==> src/rtl/io_cond_pkg.sv <==
// io_cond_pkg: shared types and defaults for board-pin conditioning.
// Holds the debounce FSM encoding and the default 12 MHz qualify length.
package io_cond_pkg;

    typedef enum logic [1:0] {
        S_LOW   = 2'd0,
        S_QRISE = 2'd1,
        S_HIGH  = 2'd2,
        S_QFALL = 2'd3
    } deb_state_t;

    // 1 ms of stable input at 12 MHz
    localparam int DEB_CYCLES_12MHZ = 12000;

endpackage

==> src/rtl/pin_debounce_edge_if.sv <==
// pin_debounce_edge_if: raw pin in, conditioned level/strobes out.
// master = debouncer (drives outputs), slave = consumer. EDGE_COUNT
// and its width CNT_W exist only when PIN_EDGE_COUNT_EN is defined.
interface pin_debounce_edge_if;

`ifdef PIN_EDGE_COUNT_EN
    parameter int CNT_W = 16;
    logic [CNT_W-1:0] EDGE_COUNT;
`endif
    logic PIN_IN;
    logic LEVEL_OUT;
    logic RISE_PULSE;
    logic FALL_PULSE;
    logic TOGGLE_OUT;

    modport master (
        input  PIN_IN,
        output LEVEL_OUT,
        output RISE_PULSE,
        output FALL_PULSE,
`ifdef PIN_EDGE_COUNT_EN
        output EDGE_COUNT,
`endif
        output TOGGLE_OUT
    );

    modport slave (
        output PIN_IN,
        input  LEVEL_OUT,
        input  RISE_PULSE,
        input  FALL_PULSE,
`ifdef PIN_EDGE_COUNT_EN
        input  EDGE_COUNT,
`endif
        input  TOGGLE_OUT
    );

endinterface

==> src/rtl/sync_2ff.sv <==
// sync_2ff: two-flop synchroniser for one asynchronous board pin.
// Ports: clk, rst_n (async active-low, resets to 0), d (raw), q (synced).
module sync_2ff (
    input  logic clk,
    input  logic rst_n,
    input  logic d,
    output logic q
);

    logic meta;

    always_ff @(posedge clk or negedge rst_n) begin
        if (!rst_n) begin
            meta <= 1'b0;
            q    <= 1'b0;
        end else begin
            meta <= d;
            q    <= meta;
        end
    end

endmodule

==> src/rtl/pin_debounce_edge.sv <==
// pin_debounce_edge: sync + debounce a raw pin into CLK_IN; emits rise/fall
// strobes, debounced level and toggle. Ports: CLK_IN, RST_N, pins (master).
// Optional rising-edge counter EDGE_COUNT enabled by PIN_EDGE_COUNT_EN.
module pin_debounce_edge
    import io_cond_pkg::*;
#(
    parameter int DEB_CYCLES = DEB_CYCLES_12MHZ
) (
    input  logic                CLK_IN,
    input  logic                RST_N,
    pin_debounce_edge_if.master pins
);

    localparam int DEB_W = $clog2(DEB_CYCLES);
    localparam logic [DEB_W-1:0] CNT_LAST = DEB_W'(DEB_CYCLES - 1);
    localparam logic [DEB_W-1:0] CNT_ONE  = DEB_W'(1);

    logic             s;
    deb_state_t       state_q, state_d;
    logic [DEB_W-1:0] cnt_q, cnt_d;
    logic             rise_d, fall_d;

    sync_2ff u_sync (
        .clk   (CLK_IN),
        .rst_n (RST_N),
        .d     (pins.PIN_IN),
        .q     (s)
    );

    always_comb begin
        state_d = state_q;
        cnt_d   = cnt_q;
        rise_d  = 1'b0;
        fall_d  = 1'b0;
        unique case (state_q)
            S_LOW: begin
                if (s) begin
                    state_d = S_QRISE;
                    cnt_d   = '0;
                end
            end
            S_QRISE: begin
                // any low sample aborts; next high restarts from zero
                if (!s) begin
                    state_d = S_LOW;
                    cnt_d   = '0;
                end else if (cnt_q == CNT_LAST) begin
                    state_d = S_HIGH;
                    cnt_d   = '0;
                    rise_d  = 1'b1;
                end else begin
                    cnt_d = cnt_q + CNT_ONE;
                end
            end
            S_HIGH: begin
                if (!s) begin
                    state_d = S_QFALL;
                    cnt_d   = '0;
                end
            end
            S_QFALL: begin
                if (s) begin
                    state_d = S_HIGH;
                    cnt_d   = '0;
                end else if (cnt_q == CNT_LAST) begin
                    state_d = S_LOW;
                    cnt_d   = '0;
                    fall_d  = 1'b1;
                end else begin
                    cnt_d = cnt_q + CNT_ONE;
                end
            end
        endcase
    end

    always_ff @(posedge CLK_IN or negedge RST_N) begin
        if (!RST_N) begin
            state_q         <= S_LOW;
            cnt_q           <= '0;
            pins.RISE_PULSE <= 1'b0;
            pins.FALL_PULSE <= 1'b0;
            pins.LEVEL_OUT  <= 1'b0;
            pins.TOGGLE_OUT <= 1'b0;
        end else begin
            state_q         <= state_d;
            cnt_q           <= cnt_d;
            pins.RISE_PULSE <= rise_d;
            pins.FALL_PULSE <= fall_d;
            if (rise_d) begin
                pins.LEVEL_OUT <= 1'b1;
            end else if (fall_d) begin
                pins.LEVEL_OUT <= 1'b0;
            end
            pins.TOGGLE_OUT <= pins.TOGGLE_OUT ^ rise_d;
        end
    end

`ifdef PIN_EDGE_COUNT_EN
    localparam int CW = $bits(pins.EDGE_COUNT);

    // saturating: holds at all-ones instead of wrapping
    always_ff @(posedge CLK_IN or negedge RST_N) begin
        if (!RST_N) begin
            pins.EDGE_COUNT <= '0;
        end else if (rise_d && !(&pins.EDGE_COUNT)) begin
            pins.EDGE_COUNT <= pins.EDGE_COUNT + CW'(1);
        end
    end
`endif

endmodule

==> src/flat_wrapper.sv <==
// flat-port wrapper written by rule: the top's interface ports become plain ports
module pin_debounce_edge_flat import io_cond_pkg::*;
#(
    parameter int DEB_CYCLES = DEB_CYCLES_12MHZ
)
  (CLK_IN, RST_N, pins_PIN_IN, pins_LEVEL_OUT, pins_RISE_PULSE, pins_FALL_PULSE, pins_TOGGLE_OUT);
  pin_debounce_edge_if pins_i ();
  input  logic CLK_IN;
  input  logic RST_N;
  input wire logic [$bits(pins_i.PIN_IN)-1:0] pins_PIN_IN;
  output wire logic [$bits(pins_i.LEVEL_OUT)-1:0] pins_LEVEL_OUT;
  output wire logic [$bits(pins_i.RISE_PULSE)-1:0] pins_RISE_PULSE;
  output wire logic [$bits(pins_i.FALL_PULSE)-1:0] pins_FALL_PULSE;
  output wire logic [$bits(pins_i.TOGGLE_OUT)-1:0] pins_TOGGLE_OUT;
  assign pins_i.PIN_IN = pins_PIN_IN;
  assign pins_LEVEL_OUT = pins_i.LEVEL_OUT;
  assign pins_RISE_PULSE = pins_i.RISE_PULSE;
  assign pins_FALL_PULSE = pins_i.FALL_PULSE;
  assign pins_TOGGLE_OUT = pins_i.TOGGLE_OUT;
  pin_debounce_edge #(.DEB_CYCLES(DEB_CYCLES)) u_core (.CLK_IN(CLK_IN), .RST_N(RST_N), .pins(pins_i));
endmodule
==> config.mk <==
export PLATFORM = sky130hd
export DESIGN_NAME = pin_debounce_edge_flat
export DESIGN_NICKNAME = d
export VERILOG_FILES = /design/src/rtl/io_cond_pkg.sv /design/src/rtl/pin_debounce_edge_if.sv /design/src/rtl/sync_2ff.sv /design/src/rtl/pin_debounce_edge.sv /design/src/flat_wrapper.sv
export SDC_FILE = /design/constraint.sdc
export NUM_CORES = 1
export LEC_CHECK = 0
export CORE_MARGIN = 2
export CORE_UTILIZATION = 49
export DETAILED_ROUTE_END_ITERATION = 10
export PLACE_DENSITY = 0.73
export SLEW_MARGIN = 0
export SYNTH_ARGS = -nofsm -noshare
export SYNTH_HDL_FRONTEND = slang
export SYNTH_HIERARCHICAL = 1
export SYNTH_SLANG_ARGS = --single-unit
==> constraint.sdc <==
create_clock -name CLK_IN -period 1.78 [get_ports CLK_IN]
set_clock_uncertainty 0.15 [all_clocks]
set_input_delay 0.178 -clock CLK_IN [delete_from_list [all_inputs] [get_ports CLK_IN]]
set_output_delay 0.178 -clock CLK_IN [all_outputs]
set_load 0.1 [all_outputs]
==> results of run 1 <==
-- registers in the layout (all words and copies together), names as in the netlist, named ones only --
name and cells:
u_core/pins.TOGGLE_OUT 1, u_core/u_sync/meta 1, u_core/state_q 1, u_core/pins.LEVEL_OUT 1, u_core/pins.FALL_PULSE 1, u_core/pins.RISE_PULSE 1, u_core/u_sync/q 1, u_core/cnt_q 14
-- per-layer routing --
metal  wire length, um  part of all wire  vias up
met5                 0                 0        -
met4                41             0.015        0
met3               161             0.059        6
met2              1380              0.50       39
met1              1170              0.43      509
li1                  -                 -      511
-- final cells by class --
type | instances | area, um2
repair buffers | 21 | 213
fillers | 202 | 791
inverters | 5 | 18.8
multi-input cells | 88 | 611
clock buffers | 4 | 36.3
well taps | 28 | 35.0
flip-flops and latches | 22 | 551
-- through the flow --
step	setup TNS, ps	setup WS (ps)	hold slack, ps	std cells
global placement	0	13.9	194	162
finish	0	5.05	50.4	168
floorplan	-118	-38.1	-268	121
CTS	0	7.05	53.7	166
global route	-250	-50.6	90.6	168
detailed placement	-66.1	-43.1	202	162
-- what timing repair did --
item                                    in CTS  in global routing
setup buffers                                0                  1
gates cloned                                 0                  1
hold buffers                                 0                  0
endpoints found under the setup margin       6                 10
pin swaps                                    0                  1
gates resized for setup                      1                  5
hold endpoints to repair                     0                  0
-- where the power goes --
| group | internal (mW) | switching (mW) |
|---|---|---|
| Sequential | 0.553 | 0.0566 |
| Clock | 0.125 | 0.152 |
| Combinational | 0.264 | 0.329 |
| Total | 0.942 | 0.537 |
-- worst max path at each step --
stage                     slack [ps]            start  cells past startpoint                to
after detailed placement         -40        flip-flop                      4  u_core/cnt_q[13]
after CTS                          7  u_core/cnt_q[1]                      5         flip-flop
final                              5  u_core/cnt_q[1]                      5  u_core/cnt_q[12]
after global routing             -50  u_core/u_sync/q                      4   u_core/cnt_q[3]
after global placement            10        flip-flop                      4  u_core/cnt_q[13]
after floorplan                  -40  u_core/cnt_q[1]                      7         flip-flop
-- cells by family (layout without fill, tap and decap cells) --
| logic type | Yosys count | in the layout | share of synthesized area |
|---|---|---|---|
| simple gates | 52 | 53 | 0.264 |
| compound gates | 28 | 28 | 0.158 |
| flops | 22 | 22 | 0.465 |
| buf+inv | 12 | 30 | 0.0539 |
| xor+xnor | 4 | 4 | 0.0296 |
| mux | 2 | 2 | 0.0190 |
| fa+ha+maj | 1 | 1 | 0.0106 |
-- worst reg2reg max path: cells and delay by family (launching register included) --
family / cells / cell delay, ps
adders and majority gates: 1 / 190
DFF: 1 / 410
and+or+nand+nor: 4 / 970
-- placed cells by master, fill, tap and decap left out, types with 2 or more instances in the layout --
cell             instances
clkbuf_4                 3
nor3_1                   2
and4_1                   3
or3_1                    3
inv_1                    5
nand2_1                 10
a41oi_1                  4
o21ai_1                  4
and2_1                   2
nand3_1                  6
buf_4                   15
clkdlybuf4s50_1          2
and4_4                   2
and3_1                   3
a22o_1                   2
xor2_1                   2
nor2_1                   4
nand4_1                  5
xnor2_1                  2
or4_1                    2
buf_12                   4
dfrtp_1                 22
a31oi_1                 11
==> out/metrics.cfg, run 1 <==
[critical_path]
cp_top_family=simple AND/OR/NAND/NOR gates
reg2reg_to=u_core/cnt_q[12]
r2r_cells=5
path_max_fanout=8
crit_chain=ha_2, and4_4, and4_4, or4_4, nand3_2
crit_top_cell=and4_4
critPathKind=flip-flop to flip-flop
reg2reg_from=u_core/cnt_q[1]
endpoint_kind=flip-flop
arrival_ps=1880
cp.required_ps=1880
r2r_slack_ps=5
critPathLaunchType=flip-flop
slowest_delay_ps=510
worst-path-buf-inv=0
cpMaxStageDelayCell=or4_4

[cells_and_area]
drive_gt1_frac=0.250
fin_util=0.649
fin_area_um2=1460
area_growth_pct=23.7
num_antenna_cells=0
nets=145

[hold_path]
worstHoldPathType=input port to async pin

[cts]
cts_sinks=22
clock_latency_ps=310
clock_path_buffers=2
cts_tree=yes
numCtsBuffers=3
cts-root-buf=clkbuf_4
path_clk_slew_ps=120
htreeDepth=1

[run_status]
outcome=completed

[sta]
slew-limit-headroom=0.661
max_freq_mhz=563
post-route-period-util=0.997
fin_crit_ps=1770
tightest_slew_ps=507
slew_violations=0
finalSetupViolations=0
rsz0062_at_grt=true
timing.final.hold_violations=0

[logic_synthesis]
yosysTopAreaCell=dfrtp_1
ys_top_cells_by_count=dfrtp_1 (22), a31oi_1 (11), nand2_1 (10), nand3_1 (7)
synthDistinctLibCells=37
synthFlopType=dfrtp_1
netlist.area_leader.share=0.465
async_reset_ff_frac=1.00
avgSynthCellArea_um2=9.78
netlist_area_um2=1180
synth_warnings=6
synth-seq-area-share=0.465
synth_seq_cells=22
synth_fp_nets=125
synth-edff-count=0
synth.most_common_cell=dfrtp_1
syn_inst=121
synth.area.top_cells=dfrtp_1 (47%), a31oi_1 (5.8%), nand2_1 (3.2%)

[global_route]
grt_max_degree=23
antenna_found_initial=0
grt_pass1_wl_um=4460
track_usage=0.224
gr-usage-met2=0.365
top_usage_layer=met2
grt-ovfl-total=0
grtUsageMet1=0.290
met3_usage=0.0395
grt_pass1_vias=966

[die]
start_util=0.525
ios=7
rows=17
die_h_um=53.2
chipWidth_um=53.2
core_area_um2=2250
die_area_um2=2820

[job]
cap_violations=0

[place]
post-dp-hpwl_um=1960
port_buffers=6
placed_cell_area_um2=1390
gp_congestion=0.838

[drt]
antenna_left=0
num_vias=1065
drt_iter0_drc=52
drt_pre_antenna_iters=4
wirelength_um=2750
drc_errors=0
viasPerCell=6.34
wl_per_cell_um=16.4

[power]
total_power_mw=1.48
p_per_area_nw_per_um2=1010
leakage_nw=0.648
max-vdd-ir-drop_v=0.000797

Note: power is estimated with default switching activity, not from simulation.
==> run 2: changes to the inputs <==
--- a/config.mk
+++ b/config.mk
@@ -7,8 +7,9 @@
 export LEC_CHECK = 0
 export CORE_MARGIN = 2
 export CORE_UTILIZATION = 49
+export CTS_BUF_LIST = sky130_fd_sc_hd__clkbuf_16
 export DETAILED_ROUTE_END_ITERATION = 10
-export PLACE_DENSITY = 0.73
+export PLACE_DENSITY = 0.72
 export SLEW_MARGIN = 0
 export SYNTH_ARGS = -nofsm -noshare
 export SYNTH_HDL_FRONTEND = slang
==> constraint.sdc (replaced) <==
create_clock -name CLK_IN -period 1.9 [get_ports CLK_IN]
set_clock_uncertainty 0.15 [all_clocks]
set_input_delay 0.19 -clock CLK_IN [delete_from_list [all_inputs] [get_ports CLK_IN]]
set_output_delay 0.19 -clock CLK_IN [all_outputs]
set_load 0.1 [all_outputs]
==> out/metrics.cfg, run 2 (synthesis gave the netlist of run 1 again) <==
[run_status]
outcome=completed

[critical_path]
path_max_fanout=11
crit_chain=ha_4, and4_4, and4_4, o21ai_1, mux2_1
cp.required_ps=1890
arrival_ps=1840
critPathKind=flip-flop to flip-flop
crit_top_cell=and4_4
cpMaxStageDelayCell=dfrtp_1
critPathLaunchType=flip-flop
slowest_delay_ps=420
endpoint_kind=flip-flop

[place]
pre_cts_ws_ps=23.5
post-dp-hpwl_um=1670
gp_congestion=0.836
place_inst=152
port_buffers=6

[cells_and_area]
multiInputGateArea_um2=593
num_antenna_cells=0
fin_cells=158
nets=135
drive_gt1_frac=0.162
top_register=u_core/cnt_q
final_cell_mix=dfrtp_1 (22), buf_4 (10), a31oi_1 (10)
mostFrequentLayoutCell=dfrtp_1
regArea_um2=551
area_growth_pct=18.1
fillers=184
largest_reg_flops=14

[sta]
holdWs_ps=126
fin_crit_ps=1850
fin_ws_ps=53.6
finalSetupViolations=0
slew_violations=0
post-route-period-util=0.972
tns_ps=0
slew-limit-headroom=0.633
max_freq_mhz=542
timing.final.hold_violations=0
tightest_slew_ps=550

[drt]
drc_errors=0
wl_per_cell_um=15.9
wirelength_um=2510
drt_iter0_drc=35
drt_pre_antenna_iters=4
num_vias=1024
antenna_left=0
viasPerCell=6.48

[global_route]
grt_pass1_wl_um=4070
track_usage=0.211
grt_pass1_vias=908
grt_max_degree=23
grt-ovfl-total=0
antenna_found_initial=0

[power]
p_seq_frac=0.348
total_power_mw=1.66
max-vdd-ir-drop_v=0.000916
p_per_area_nw_per_um2=1190
p_switching_mw=0.529
switching_share=0.318
internal_power_mw=1.13
clkPwrFrac=0.353
leakage_nw=0.603
pwr-share-comb=0.299

[die]
core_area_um2=2250
die_h_um=53.2
chipWidth_um=53.2
ios=7
start_util=0.525
die_area_um2=2820
rows=17

[cts]
path_clk_slew_ps=60
cts-root-buf=clkbuf_16
cts_sinks=22
clock_path_buffers=2
numCtsBuffers=3
htreeDepth=1
clock_latency_ps=260
cts_tree=yes

[job]
cap_violations=0

[hold_path]
worstHoldPathType=input port to async pin

==> run 2: cell type report <==
cell class,count,area share
multi-input cells,87,0.424
flip-flops and latches,22,0.394
repair buffers,12,0.0680
clock inverters,1,0.0215
clock buffers,3,0.0537
well taps,28,0.0251
inverters,5,0.0134
==> run 2: worst paths after layout <==
kind | startpoint | end | slack [ps] | cells after the start
setup / recovery | u_core/cnt_q[0] | flip-flop | 50 | 5
hold / removal | RST_N | u_core/cnt_q[12] | 130 | 2
setup reg to reg | u_core/cnt_q[0] | flip-flop | 50 | 5
hold reg to reg | u_core/u_sync/meta | u_core/u_sync/q | 200 | 0
max in group asynchronous | RST_N | u_core/cnt_q[3] | 1260 | 2
min in group CLK_IN | u_core/u_sync/meta | u_core/u_sync/q | 200 | 0
==> run 2: power by group through the flow <==
stage / combinational (mW) / clock, mW / sequential (mW)
global placement: 0.426 / 0 / 0.577
CTS: 0.446 / 0.603 / 0.573
floorplan: 0.324 / 0 / 0.567
global route: 0.553 / 0.625 / 0.584
finish: 0.496 / 0.587 / 0.578
detailed placement: 0.437 / 0 / 0.581
==> run 2: critical path, delay by kind of cell (launching register included) <==
kind	cells	cell delay [ps]
simple gates	2	580
fa+ha+maj	1	170
flops	1	420
compound gates	1	100
mux	1	310
==> run 2: through the flow <==
stage	area, um2	utilization
floorplan	1190	-
global placement	1260	0.557
detailed placement	1260	0.557
CTS	1360	0.605
global route	1400	0.620
finish	1400	0.620
==> run 2: layer usage <==
metal,part of all wire,global-route usage,up-vias
li1,-,-,485
met1,0.46,0.291,506
met2,0.45,0.288,30
met3,0.072,0.0678,3
met4,0.010,0.120,0
met5,0,0,-
==> run 2: timing repair <==
| action | CTS | global route |
|---|---|---|
| setup endpoints to repair | 1 | 7 |
| pin swaps | 0 | 1 |
| cloned | 0 | 0 |
| resized for setup | 1 | 3 |
| buffers inserted | 0 | 2 |
| hold buffers | 0 | 0 |
==> run 3: changes to the inputs <==
--- a/config.mk
+++ b/config.mk
@@ -5,6 +5,7 @@
 export SDC_FILE = /design/constraint.sdc
 export NUM_CORES = 1
 export LEC_CHECK = 0
+export CORE_ASPECT_RATIO = 1.25
 export CORE_MARGIN = 2
 export CORE_UTILIZATION = 49
 export CTS_BUF_LIST = sky130_fd_sc_hd__clkbuf_16
==> out/metrics.cfg, run 3 (synthesis gave the netlist of run 1 again) <==
[critical_path]
endpoint_kind=flip-flop
r2r_slack_ps=80
reg2reg_from=u_core/cnt_q[1]
reg2reg_to=u_core/cnt_q[12]
path_max_fanout=11
critPathKind=flip-flop to flip-flop
r2r_cells=5
cp.required_ps=1940
cpMaxStageDelayCell=or4_1
crit_top_cell=and4_4
arrival_ps=1870
slowest_delay_ps=510
crit_chain=ha_4, and4_4, and4_4, or4_1, nand3_1
critPathLaunchType=flip-flop

[drt]
drt_iter0_drc=49
wl_per_cell_um=15.5
num_vias=1013
antenna_left=0
drc_errors=0
viasPerCell=6.25
drt_pre_antenna_iters=4
wirelength_um=2510

[cells_and_area]
fillers=196
area_growth_pct=17.7
mostFrequentLayoutCell=dfrtp_1
top_register=u_core/cnt_q
nets=136
regArea_um2=551
fin_util=0.623
largest_reg_flops=14
multiInputGateArea_um2=603
num_antenna_cells=0
final_cell_mix=dfrtp_1 (22), buf_4 (11), a31oi_1 (11)
drive_gt1_frac=0.176

[place]
gp_congestion=0.880
post-dp-hpwl_um=1680
port_buffers=6

[die]
start_util=0.530
rows=19
chipWidth_um=48.0
die_h_um=59.0
die_area_um2=2830
ios=7
core_area_um2=2230

[power]
total_power_mw=1.52
leakage_nw=0.601
max-vdd-ir-drop_v=0.000939
p_per_area_nw_per_um2=1090

[run_status]
outcome=completed

[job]
cap_violations=0

[sta]
timing.final.hold_violations=0
slew-limit-headroom=0.638
finalSetupViolations=0
max_freq_mhz=548
tightest_slew_ps=542
slew_violations=0
holdWs_ps=136
fin_crit_ps=1820
post-route-period-util=0.960

[cts]
cts_hold_buf=0
cts_sinks=22
cts_tree=yes
path_clk_slew_ps=60
htreeDepth=1
cts-root-buf=clkbuf_16
numCtsBuffers=3
clock_latency_ps=260
clock_path_buffers=2

[global_route]
grt_pass1_wl_um=4260
antenna_found_initial=0
track_usage=0.212
grt_max_degree=23
grt_pass1_vias=981
grt-ovfl-total=0

[hold_path]
worstHoldPathType=input port to async pin

==> run 3: layout make-up <==
cell class	instances	share of cell area
clock buffer	3	0.0539
timing repair buffer	13	0.0737
inverter	5	0.0135
multi-input combinational	87	0.433
tap	31	0.0279
clock inverter	1	0.00270
sequential	22	0.395
==> run 3: how the worst max path moves through the flow <==
stage	to	slack, ps	start	cells after the start
6_report	u_core/cnt_q[12]	80	u_core/cnt_q[1]	5
5_1_grt	u_core/cnt_q[8]	-2	u_core/cnt_q[1]	5
4_1_cts	flip-flop	20	u_core/cnt_q[0]	5
3_5_place_dp	flip-flop	30	u_core/cnt_q[0]	5
3_3_place_gp	flip-flop	60	u_core/cnt_q[0]	5
2_1_floorplan	u_core/cnt_q[9]	40	u_core/cnt_q[1]	7
==> run 3: worst max-delay path: cells and delay by family (launching register included) <==
family        cells  cell delay, ps
simple gates      4            1000
flops             1             420
fa+ha+maj         1             190
==> run 3: per-stage QoR <==
step / cells / worst slack [ps] / setup TNS, ps / instance area [um2]
CTS: 160 / 24.9 / 0 / 1350
floorplan: 121 / 39.7 / 0 / 1190
global placement: 156 / 58.0 / 0 / 1270
finish: 162 / 75.4 / 0 / 1390
global route: 162 / -2.18 / -2.18 / 1390
detailed placement: 156 / 34.4 / 0 / 1270
==> run 3: timing repair <==
action                                 in CTS  in global routing
setup endpoints to repair                   0                 14
endpoints found under the hold margin       0                  0
resized for setup                           0                  6
buffers inserted                            0                  2
==> run 3: report_power, final <==
| group | switching (mW) | internal [mW] | total, mW | leakage (nW) |
|---|---|---|---|---|
| sequential | 0.0614 | 0.519 | 0.581 | 0.296 |
| combinational | 0.301 | 0.192 | 0.494 | 0.266 |
| clock | 0.166 | 0.281 | 0.447 | 0.0385 |
==> run 3: metal layers <==
metal,vias to the layer above,global-route usage,share of wire
li1,485,-,-
met1,493,0.276,0.44
met2,33,0.324,0.51
met3,2,0.0368,0.052
met4,0,0.120,0.0064
met5,-,0,0
==> RTL edit, RTL diff (config.mk and constraints of run 3) <==
`DEB_CYCLES_12MHZ`: 12000 -> 24000.
--- a/src/rtl/io_cond_pkg.sv
+++ b/src/rtl/io_cond_pkg.sv
@@ -11,5 +11,5 @@
 
     // 1 ms of stable input at 12 MHz
-    localparam int DEB_CYCLES_12MHZ = 12000;
+    localparam int DEB_CYCLES_12MHZ = 24000;
 
 endpackage
Function: no difference found for any inputs over 10 cycles, from zero or initial values and one cycle with RST_N low; that may be too few to reach the edited logic, so the function may still have changed.
==> RTL edit against run 3 <==
Power up 4.5%. Wire length up 16%. Synthesized area unchanged. Highest routed layer unchanged. Largest cell class unchanged. The flow now finishes with violations (setup timing). Sequential power up 0.7%. Critical endpoint is now u_core/pins.TOGGLE_OUT$_DFF_PN0_. Sequential share of layout area down 4.3 points. Sequential cell count up 1. Setup slack worse by 220 ps. Design area up 17%.
==> RTL edit: results (changes against run 3) <==
Place
  • Total half-perimeter wirelength after legalization and detailed placement: 1940 um (+16%)
  • Placed inst area: 0.00146 mm2 (+15%)
  • # placed instances: 179 (+15%)

Layout
  • Proportion of layout cells with a drive suffix above 1: 34.0% (+16 points)
  • Nonclk buf count: 35 (+22)
  • Proportion of cell area occupied by multi-input gates: 39.7% (-3.6 points)
  • Layout buffering overhead excluding clock cells: 17.4% (+10 points)
  • Count of inverters not on the clock network in the layout: 2 (-3)
  • Multi-input combinational gate total: 92 (+5.7%)
  • Sequential cell area: 576 um2 (+4.5%)

Outcome
  • Status: complete, but fails checks
  • Violations in the final reports: setup timing

Global routing
  • Via count of the first global-routing pass: 1105 (+13%)
  • First-pass GRT wire length: 4810 um (+13%)
  • GR met1 Demand/Resource: 32.0% (+4.4 points)
  • Global routing met2 resource utilization: 36.6% (+4.2 points)
  • Met3 layer usage reported by global route: 3.07% (-0.61 points)
  • Maximum number of pins on one net before global-route repair: 24 (+4.3%)

Yosys
  • Top cell types by occurrence after synthesis: dfrtp_1, nand2_1, nand3_1
  • Instance count of the mapped netlist: 124 (+2.5%)

Pwr
  • Highest ir drop seen on vdd: 0.00111 V (+18%)
  • Leakage power of the design: 0.701 nW (+17%)
  • Clock net power: 457 uW (+2%)

Setup path
  • Largest fanout on the critical path: 5 (-6)
  • Endpoint of the most critical register-to-register path: u_core/pins.TOGGLE_OUT$_DFF_PN0_
  • Worst path slowest cell: or4b_4

STA
  • Setup WS post-layout: -140 ps (-215 ps)
  • Setup TNS: -422 ps (-422 ps)
  • Final-report setup violation count: 7 (+7)

Routing
  • Final Routed Wirelength: 2930 um (+16%)
  • Via density per instance: 6.16 (-1.6%)

Clock network
  • Clock sink count: 23 (+4.5%)
## RTL edit: changes by cell type in the layout (fill, tap and decap cells not counted), moves of 3 or more
cell / run 3 / this run
inv_1: 5 / 2
or4_1: 3 / 0
and3_1: 4 / 1
nand2_1: 9 / 16
o21ai_0: 1 / 9
nor3_1: 2 / 5
a41oi_1: 4 / 1
nand3_1: 7 / 10
or3_1: 3 / 0
o21ai_1: 4 / 0
or3b_2: 0 / 3
buf_4: 11 / 31
## RTL edit: worst max-delay path, delay by kind of cell, from the launching register on
family	cells	cell delay, ps
xor gates and xnor gates	1	140
adders and majority gates	1	160
DFF	1	410
and+or+nand+nor	3	1060
## RTL edit: what timing repair did
action,in CTS,in global routing
gates cloned,0,0
endpoints found under the setup margin,17,13
setup buffers,2,2
pin swaps,0,2
gates resized for setup,8,5
## RTL edit: layer usage
layer / up-vias / routed length, um
met5: - / 0
met2: 51 / 1540
met3: 10 / 139
li1: 530 / -
met1: 560 / 1190
met4: 0 / 60
